$ cat src/rtl/pwm_pkg.sv
// Shared definitions for the PWM wave generator and its duty sequencer.
package pwm_pkg;

    typedef enum logic [2:0] {
        ST_IDLE     = 3'd0,
        ST_UP       = 3'd1,
        ST_HOLD_TOP = 3'd2,
        ST_DOWN     = 3'd3,
        ST_HOLD_BOT = 3'd4
    } state_t;

    localparam logic ON   = 1'b1;
    localparam logic OFF  = 1'b0;
    localparam logic HIGH = 1'b1;
    localparam logic LOW  = 1'b0;

    // Saturate a requested duty to the period ceiling (100 %).
    function automatic logic [31:0] clamp_duty(input logic [31:0] i_duty,
                                               input logic [31:0] i_ceil);
        return (i_duty > i_ceil) ? i_ceil : i_duty;
    endfunction

endpackage

$ cat src/rtl/pwm_duty_ramp.sv
// Triangle/sawtooth duty sequencer; steps only on PWM period boundaries so
// the generator never sees a mid-period duty change.
module pwm_duty_ramp
    import pwm_pkg::*;
#(
    parameter int pWIDTH  = 20,
    parameter int pPERIOD = 1000_000,
    parameter int pSTEP   = 10_000,
    parameter int pHOLD   = 0
) (
    input  logic              i_clk,
    input  logic              i_rst,
    input  logic              i_en,
    input  logic              i_mode,
    input  logic              i_end_tick,
    input  logic              i_load,
    input  logic [pWIDTH-1:0] i_load_duty,
    output logic [pWIDTH-1:0] o_cyc_duty,
    output logic              o_dir,
    output logic              o_top_tick,
    output logic              o_bot_tick
);

    localparam logic [pWIDTH-1:0] lpPER  = pWIDTH'(pPERIOD);
    localparam logic [pWIDTH-1:0] lpSTEP = pWIDTH'(pSTEP);
    localparam logic [15:0]       lpHOLD = 16'(pHOLD);

    state_t            r_state;
    logic [pWIDTH-1:0] r_duty;
    logic              r_dir;
    logic [15:0]       r_hold_cnt;
    logic              r_top;
    logic              r_bot;

    state_t            w_state_nxt;
    logic [pWIDTH-1:0] w_duty_nxt;
    logic              w_dir_nxt;
    logic [15:0]       w_hold_nxt;
    logic              w_top_nxt;
    logic              w_bot_nxt;

    // Step candidates shared by the next-state and output logic. The up sum
    // carries one extra bit so a step past the ceiling cannot wrap.
    logic [pWIDTH:0]   w_up_sum;
    logic              w_up_sat;
    logic [pWIDTH-1:0] w_up_duty;
    logic              w_dn_zero;
    logic [pWIDTH-1:0] w_dn_duty;
    logic              w_hold_done;
    logic [pWIDTH-1:0] w_load_clamped;

    assign w_up_sum       = {1'b0, r_duty} + {1'b0, lpSTEP};
    assign w_up_sat       = (w_up_sum >= {1'b0, lpPER});
    assign w_up_duty      = w_up_sat ? lpPER : w_up_sum[pWIDTH-1:0];
    assign w_dn_zero      = (r_duty <= lpSTEP);
    assign w_dn_duty      = w_dn_zero ? '0 : (r_duty - lpSTEP);
    assign w_hold_done    = (r_hold_cnt == lpHOLD);
    assign w_load_clamped = pWIDTH'(clamp_duty(32'(i_load_duty), 32'(pPERIOD)));

    always_ff @(posedge i_clk) begin
        if (i_rst) begin
            r_state    <= ST_IDLE;
            r_duty     <= '0;
            r_dir      <= HIGH;
            r_hold_cnt <= '0;
            r_top      <= LOW;
            r_bot      <= LOW;
        end else begin
            r_state    <= w_state_nxt;
            r_duty     <= w_duty_nxt;
            r_dir      <= w_dir_nxt;
            r_hold_cnt <= w_hold_nxt;
            r_top      <= w_top_nxt;
            r_bot      <= w_bot_nxt;
        end
    end

    always_comb begin
        w_state_nxt = r_state;
        if (i_load) begin
            if (!i_en)      w_state_nxt = ST_IDLE;
            else if (r_dir) w_state_nxt = ST_UP;
            else            w_state_nxt = ST_DOWN;
        end else if (!i_en) begin
            w_state_nxt = ST_IDLE;
        end else begin
            case (r_state)
                ST_IDLE:     w_state_nxt = r_dir ? ST_UP : ST_DOWN;
                ST_UP:       if (i_end_tick && w_up_sat) w_state_nxt = ST_HOLD_TOP;
                ST_HOLD_TOP: begin
                    if (i_end_tick && w_hold_done) begin
                        if (i_mode)         w_state_nxt = ST_UP;
                        else if (w_dn_zero) w_state_nxt = ST_HOLD_BOT;
                        else                w_state_nxt = ST_DOWN;
                    end
                end
                ST_DOWN:     if (i_end_tick && w_dn_zero) w_state_nxt = ST_HOLD_BOT;
                ST_HOLD_BOT: begin
                    if (i_end_tick && w_hold_done)
                        w_state_nxt = w_up_sat ? ST_HOLD_TOP : ST_UP;
                end
                default:     w_state_nxt = ST_IDLE;
            endcase
        end
    end

    always_comb begin
        w_duty_nxt = r_duty;
        w_dir_nxt  = r_dir;
        w_hold_nxt = r_hold_cnt;
        w_top_nxt  = LOW;
        w_bot_nxt  = LOW;
        if (i_load) begin
            // A forced value never raises a tick, even at 0 or the ceiling.
            w_duty_nxt = w_load_clamped;
            w_hold_nxt = '0;
        end else if (!i_en) begin
            w_hold_nxt = '0;
        end else if (i_end_tick) begin
            case (r_state)
                ST_UP: begin
                    w_duty_nxt = w_up_duty;
                    w_top_nxt  = w_up_sat;
                end
                ST_HOLD_TOP: begin
                    if (w_hold_done) begin
                        w_hold_nxt = '0;
                        if (i_mode) begin
                            w_duty_nxt = '0;
                            w_bot_nxt  = HIGH;
                        end else begin
                            w_dir_nxt  = LOW;
                            w_duty_nxt = w_dn_duty;
                            w_bot_nxt  = w_dn_zero;
                        end
                    end else begin
                        w_hold_nxt = r_hold_cnt + 16'd1;
                    end
                end
                ST_DOWN: begin
                    w_duty_nxt = w_dn_duty;
                    w_bot_nxt  = w_dn_zero;
                end
                ST_HOLD_BOT: begin
                    if (w_hold_done) begin
                        w_hold_nxt = '0;
                        w_dir_nxt  = HIGH;
                        w_duty_nxt = w_up_duty;
                        w_top_nxt  = w_up_sat;
                    end else begin
                        w_hold_nxt = r_hold_cnt + 16'd1;
                    end
                end
                default: ;
            endcase
        end
    end

    assign o_cyc_duty = r_duty;
    assign o_dir      = r_dir;
    assign o_top_tick = r_top;
    assign o_bot_tick = r_bot;

endmodule

$ cat config.mk
export PLATFORM = sky130hd
export DESIGN_NAME = pwm_duty_ramp
export DESIGN_NICKNAME = d
export VERILOG_FILES = /design/src/rtl/pwm_pkg.sv /design/src/rtl/pwm_duty_ramp.sv
export SDC_FILE = /design/constraint.sdc
export NUM_CORES = 1
export LEC_CHECK = 0
export CAP_MARGIN = 20
export CELL_PAD_IN_SITES_DETAIL_PLACEMENT = 1
export CELL_PAD_IN_SITES_GLOBAL_PLACEMENT = 2
export CORE_MARGIN = 2
export CORE_UTILIZATION = 30
export DETAILED_ROUTE_END_ITERATION = 10
export PLACE_DENSITY_LB_ADDON = 0.05
export REMOVE_ABC_BUFFERS = 1
export SYNTH_ARGS = -nofsm -noshare
export SYNTH_HDL_FRONTEND = slang
export SYNTH_SLANG_ARGS = --single-unit
export TNS_END_PERCENT = 20
$ cat constraint.sdc
create_clock -name i_clk -period 3.1 [get_ports i_clk]
set_clock_uncertainty 0.2 [all_clocks]
set_input_delay 0.62 -clock i_clk [delete_from_list [all_inputs] [get_ports i_clk]]
set_output_delay 0.62 -clock i_clk [all_outputs]
set_load 0.01 [all_outputs]
---- Word level (Yosys, flattened, before mapping) ----
Cells that the tools add are included.
cells by class
  add/subtract/negate cells ............... 3
  order comparisons ....................... 3
  equal/unequal tests ..................... 13
  mux-type cells .......................... 32
  bitwise operators ....................... 3
  reductions and logical operators ........ 16
operators with widths
  kind                                                               count
  2-to-1 mux 20 bit                                                  9
  one-hot mux 20 bit (4 select lines)                                1
  2-to-1 mux 3 bit                                                   8
  adder 20 x 14 -> 21 bit (second input constant)                    1
  >= comparator 21 x 20 -> 1 bit (second input constant)             1
  > comparator 20 bit (second input constant)                        1
  less-or-equal comparator 20 x 14 -> 1 bit (second input constant)  1
  subtractor 20 x 14 -> 20 bit (second input constant)               1
  adder 16 x 1 -> 16 bit (second input constant)                     1
  zero test 16 bit                                                   1
  2-to-1 mux 16 bit                                                  1
  inequality test 4 bit (second input constant)                      4
  one-hot mux 3 bit (5 select lines)                                 1
  AND reduction 7 bit                                                1
  equality test 3 x 2 -> 1 bit (second input constant)               2
  2-to-1 mux 1 bit                                                   6
  2-to-1 mux 2 bit                                                   3
  inequality test 2 bit (second input constant)                      3
  inequality test 3 bit (second input constant)                      2
  one-hot mux 1 bit (2 select lines)                                 3
  nonzero test 2 bit                                                 3
  AND reduction 5 bit                                                1
  nonzero test 5 bit                                                 1
  AND reduction 4 bit                                                1
  other kinds (9)                                                    13
word-level totals
  register bits ........................... 42
  input port bits ......................... 26
  word-level logic and storage cells ...... 76

---- Logic depth before layout (Yosys ltp) ----
Gate-level depths: netlist of run 1.
  depth in word-level cells ............... 8
  gate-level depth with buffers ........... 11
  mapped depth without buffers ............ 9

---- Least setup slack after synthesis of run 1 ----
No wires, ideal clock.
  path type ............................... reg-to-reg
  start ................................... register r_duty[5], in the netlist o_cyc_duty[5]
  end ..................................... register r_duty[11], in the netlist o_cyc_duty[11]
  library setup time ...................... 112 ps
  data arrival time ....................... 2512 ps
  required time ........................... 2788 ps
  path slack .............................. 276 ps
  stages on the path, launching flop included .. 11
  buffers on the path ..................... 1
  clock period less this slack ............ 2824 ps
  cells stage by stage .................... dfxtp_1 -> clkbuf_1 -> inv_1 -> ha_1 -> nor3b_1 -> o211a_1 -> o21a_2 -> nor3_4 -> a221o_1 -> a31oi_1 -> a2111oi_1
on the way
  cells in the longest elaborated chain, start to end .. 8
RTL lines
  element                                                              RTL line                                    RTL
  start, declared                                                      pwm_duty_ramp.sv:29                         logic [pWIDTH-1:0] r_duty;
  start signal, assigned                                               pwm_duty_ramp.sv:70                         r_duty <= w_duty_nxt;
  adder 20 x 14 -> 21 bit (tied with other cells)                      pwm_duty_ramp.sv:52                         assign w_up_sum = {1'b0, r_duty} + {1'b0, lpSTEP};
  >= comparator 21 x 20 -> 1 bit or 2-to-1 mux 20 bit (tied branches)  pwm_duty_ramp.sv:53, pwm_duty_ramp.sv:56
  2-to-1 mux 20 bit (on tied branches)                                 pwm_duty_ramp.sv:54, pwm_duty_ramp.sv:128
  2-to-1 mux 20 bit (on tied branches)                                 pwm_duty_ramp.sv:145, pwm_duty_ramp.sv:126
  one-hot mux 20 bit (4 select lines) *                                pwm_duty_ramp.sv:120                        case (r_state)
  2-to-1 mux 20 bit *                                                  pwm_duty_ramp.sv:119                        end else if (i_end_tick) begin
  2-to-1 mux 20 bit *                                                  pwm_duty_ramp.sv:117                        end else if (!i_en) begin
  2-to-1 mux 20 bit *                                                  pwm_duty_ramp.sv:113                        if (i_load) begin
Mark *: on every way between the ends. The rest lies on a longest branch, timed or not. The select of a mux whose other input is x is not followed.
A chain may end at the register's enable or synchronous reset.

---- Worst setup path in the final report of run 1 ----
  start ................................... register r_duty[8], in the netlist o_cyc_duty[8]
  end ..................................... register r_top, in the netlist o_top_tick
on the way
  cells in the longest elaborated chain, start to end .. 4
RTL lines
  element                               RTL line              RTL
  adder 20 x 14 -> 21 bit *             pwm_duty_ramp.sv:52
  >= comparator 21 x 20 -> 1 bit *      pwm_duty_ramp.sv:53   assign w_up_sat = (w_up_sum >= {1'b0, lpPER});
  2-to-1 mux 1 bit                      pwm_duty_ramp.sv:145  if (w_hold_done) begin
  one-hot mux 1 bit (2 select lines) *  pwm_duty_ramp.sv:120
  end signal, assigned                  pwm_duty_ramp.sv:73   r_top <= w_top_nxt;
  end, declared                         pwm_duty_ramp.sv:32   logic r_top;
Mark *: on every way between the ends. The rest lies on a longest branch, timed or not.

==> results.json, run 1 <==
{
  "syn-mean-instance-area_sq_um": 7.48,
  "ctsHoldBuffers": 0,
  "postRouteAntennaNets": 0,
  "place_hpwl_microns": 10100,
  "area_delta_synth_final_pct": 31.0,
  "syn_area_sq_mm": 0.00340,
  "die_width_microns": 111,
  "htreeDepth": 2,
  "rrSetupSlack_ps": 150,
  "start_util": 0.311,
  "cap_violations": 0,
  "synth_edf_count": 0,
  "pin_count": 49,
  "reg2reg_depth": 7,
  "fin_crit_sh": 0.950,
  "synth_cells": 455,
  "leakagePower_nw": 1.65,
  "core_sq_mm": 0.0109,
  "ff_latch_area_sq_um": 841,
  "dp_slack_ps": -2.65,
  "vias_per_cell": 5.72,
  "tightest_slew_ps": 881,
  "synth.most_common_cell": "nor2_1",
  "hold_class": "flop to flop",
  "path_max_fanout": 7,
  "rows": 38,
  "crit_arrival_ps": 2920,
  "first_pass_iters": 4,
  "drc": 0,
  "die_y_microns": 111,
  "drt_iter0_markers": 260,
  "power_density_mw_per_mm2": 368,
  "drive_gt1_frac": 0.151,
  "antenna_cells": 0,
  "cp-end-kind": "flop",
  "fill_cells": 1365,
  "grt_setup_unrepaired": "false",
  "grt_pass1_wl_microns": 21800,
  "antenna_found_initial": 0,
  "worstSetupPathType": "flop to flop",
  "dieArea_sq_mm": 0.0122,
  "fin_hold_ws_ps": 318,
  "synthFlopType": "dfxtp_1",
  "reg2reg_to": "o_top_tick",
  "hold_path_end": "o_dir",
  "stdcell_count": 669,
  "clk_pin_slew_ps": 70,
  "yosysTopAreaCell": "dfxtp_1",
  "hold_viol": 0,
  "power.total_mw": 1.64,
  "relSlewSlack": 0.410,
  "port_buffers": 48,
  "synth_commonest_cells": "nor2_1 (51), dfxtp_1 (42), nand2_1 (38)",
  "grt_pass1_vias": 3848,
  "grt_max_degree": 17,
  "synth_top_area_share": 0.247,
  "numCtsBuffers": 5,
  "status": "complete, no violations",
  "grt-ovfl-total": 0,
  "worstHoldPathCells": 2,
  "clockRootBuffer": "clkbuf_16",
  "grt_use_total": 0.220,
  "synth_seq_area_share": 0.247,
  "ys_seq_elements": 42,
  "reg2reg_from": "o_cyc_duty[8]",
  "gp_congestion": 0.818,
  "cts_tree": "done",
  "clock_sinks": 42,
  "max_freq_mhz": 339,
  "worst-endpoint-required_ps": 3070,
  "yosys_warnings": 0,
  "netlist_top_cells_area": "dfxtp_1 (25%), nor2_1 (5.6%), nand2_1 (4.2%)",
  "wl_per_cell_microns": 20.0,
  "fin_crit_ps": 2950,
  "multiInputGateArea_sq_mm": 0.00238,
  "synth_cell_types": 77,
  "placed_cells": 661,
  "worst_slack_ps": 154,
  "min-delay-start": "o_dir",
  "final_util": 0.408,
  "cp-start-kind": "flop",
  "max-clock-path-buffers": 2,
  "setup_viol": 0,
  "fin_nets": 559,
  "vdd_drop_max_v": 0.000186,
  "synthArstFlopShare": 0,
  "clock_latency_ps": 290,
  "num_vias": 3829,
  "final_max_slew_viol_count": 0,
  "wl_microns": 13400
}
[registers in the layout, summed over array words and instances (netlist names)]
register	count
o_cyc_duty	20
o_top_tick	1
r_state	3
r_hold_cnt	16
o_dir	1
o_bot_tick	1
[through the flow]
step                      TNS [ps]  area [sq um]
final                            0          4460
after global routing             0          4460
after CTS                        0          4430
after detailed placement     -2.65          4280
after global placement           0          4280
after floorplan                  0          3250
[placed cells by master (no fill, tap or decap), types with 8 or more instances in the layout]
cell and count:
buf_4 50, nor4_1 8, nand2_1 37, nand3_1 23
xor2_1 16, inv_1 15, a31oi_1 12, a211oi_1 10
xnor2_1 12, nor3_1 12, dfxtp_1 42, nand2b_1 8
o21ai_0 22, a21oi_1 28, nor2_1 51, clkdlybuf4s50_1 48
[kinds of logic (layout without fill, tap and decap cells)]
family / count (synthesis) / in the layout / synth area share
compound gates: 134 / 134 / 0.284
fa+ha+maj: 5 / 5 / 0.0184
xor+xnor: 28 / 28 / 0.0721
flops: 42 / 42 / 0.247
mux: 2 / 2 / 0.00588
buf+inv: 48 / 122 / 0.0621
simple gates: 196 / 196 / 0.310
[what timing repair did]
item,in CTS,in global routing
endpoints found under the hold margin,0,0
buffers inserted,0,0
setup endpoints to repair,0,6
resized for setup,0,5
[critical path, cell delays in order (launching register included)]
cell and delay [ps]:
dfxtp_1 380, nor3_1 480, nand2_1 180, or4_4 570, o311ai_2 150, o21ai_2 290, buf_4 230, a2111oi_2 330
[power by group]
part | leakage, nW | internal (mW) | switching [mW] | total, mW
logic | 1.23 | 0.222 | 0.264 | 0.486
registers | 0.343 | 0.562 | 0.0368 | 0.598
clock network | 0.0729 | 0.320 | 0.235 | 0.555
[worst max-delay path by stage]
stage                        start             end  slack, ps  cells past startpoint
floorplan            o_cyc_duty[4]  o_cyc_duty[11]        330                      9
global placement    i_load_duty[0]   o_cyc_duty[9]         50                      9
detailed placement  i_load_duty[0]   o_cyc_duty[9]         -3                      9
CTS                  o_cyc_duty[4]   o_cyc_duty[6]         30                      9
global route         o_cyc_duty[4]  o_cyc_duty[11]         20                      9
finish               o_cyc_duty[8]      o_top_tick        150                      7
[cell type report]
cell class,count,share of cell area
clock buffer,6,0.0311
clock inverter,2,0.00281
inverter,16,0.0135
multi-input combinational,365,0.533
sequential,42,0.189
tap,140,0.0393
timing repair buffer,98,0.192
[routing by layer]
| layer | track usage | share of wire |
|---|---|---|
| met1 | 0.321 | 0.49 |
| met2 | 0.341 | 0.44 |
| met3 | 0.0324 | 0.055 |
| met4 | 0.0500 | 0.011 |
| met5 | 0 | 0 |
Note: power is estimated with default switching activity, not from simulation.
==> run 2, diff against run 1 <==
--- a/config.mk
+++ b/config.mk
@@ -5,7 +5,7 @@
 export SDC_FILE = /design/constraint.sdc
 export NUM_CORES = 1
 export LEC_CHECK = 0
-export CAP_MARGIN = 20
+export CAP_MARGIN = 5
 export CELL_PAD_IN_SITES_DETAIL_PLACEMENT = 1
 export CELL_PAD_IN_SITES_GLOBAL_PLACEMENT = 2
 export CORE_MARGIN = 2
==> results of run 2 <==
Final layout, timing and power as in run 1 (identical DEF).
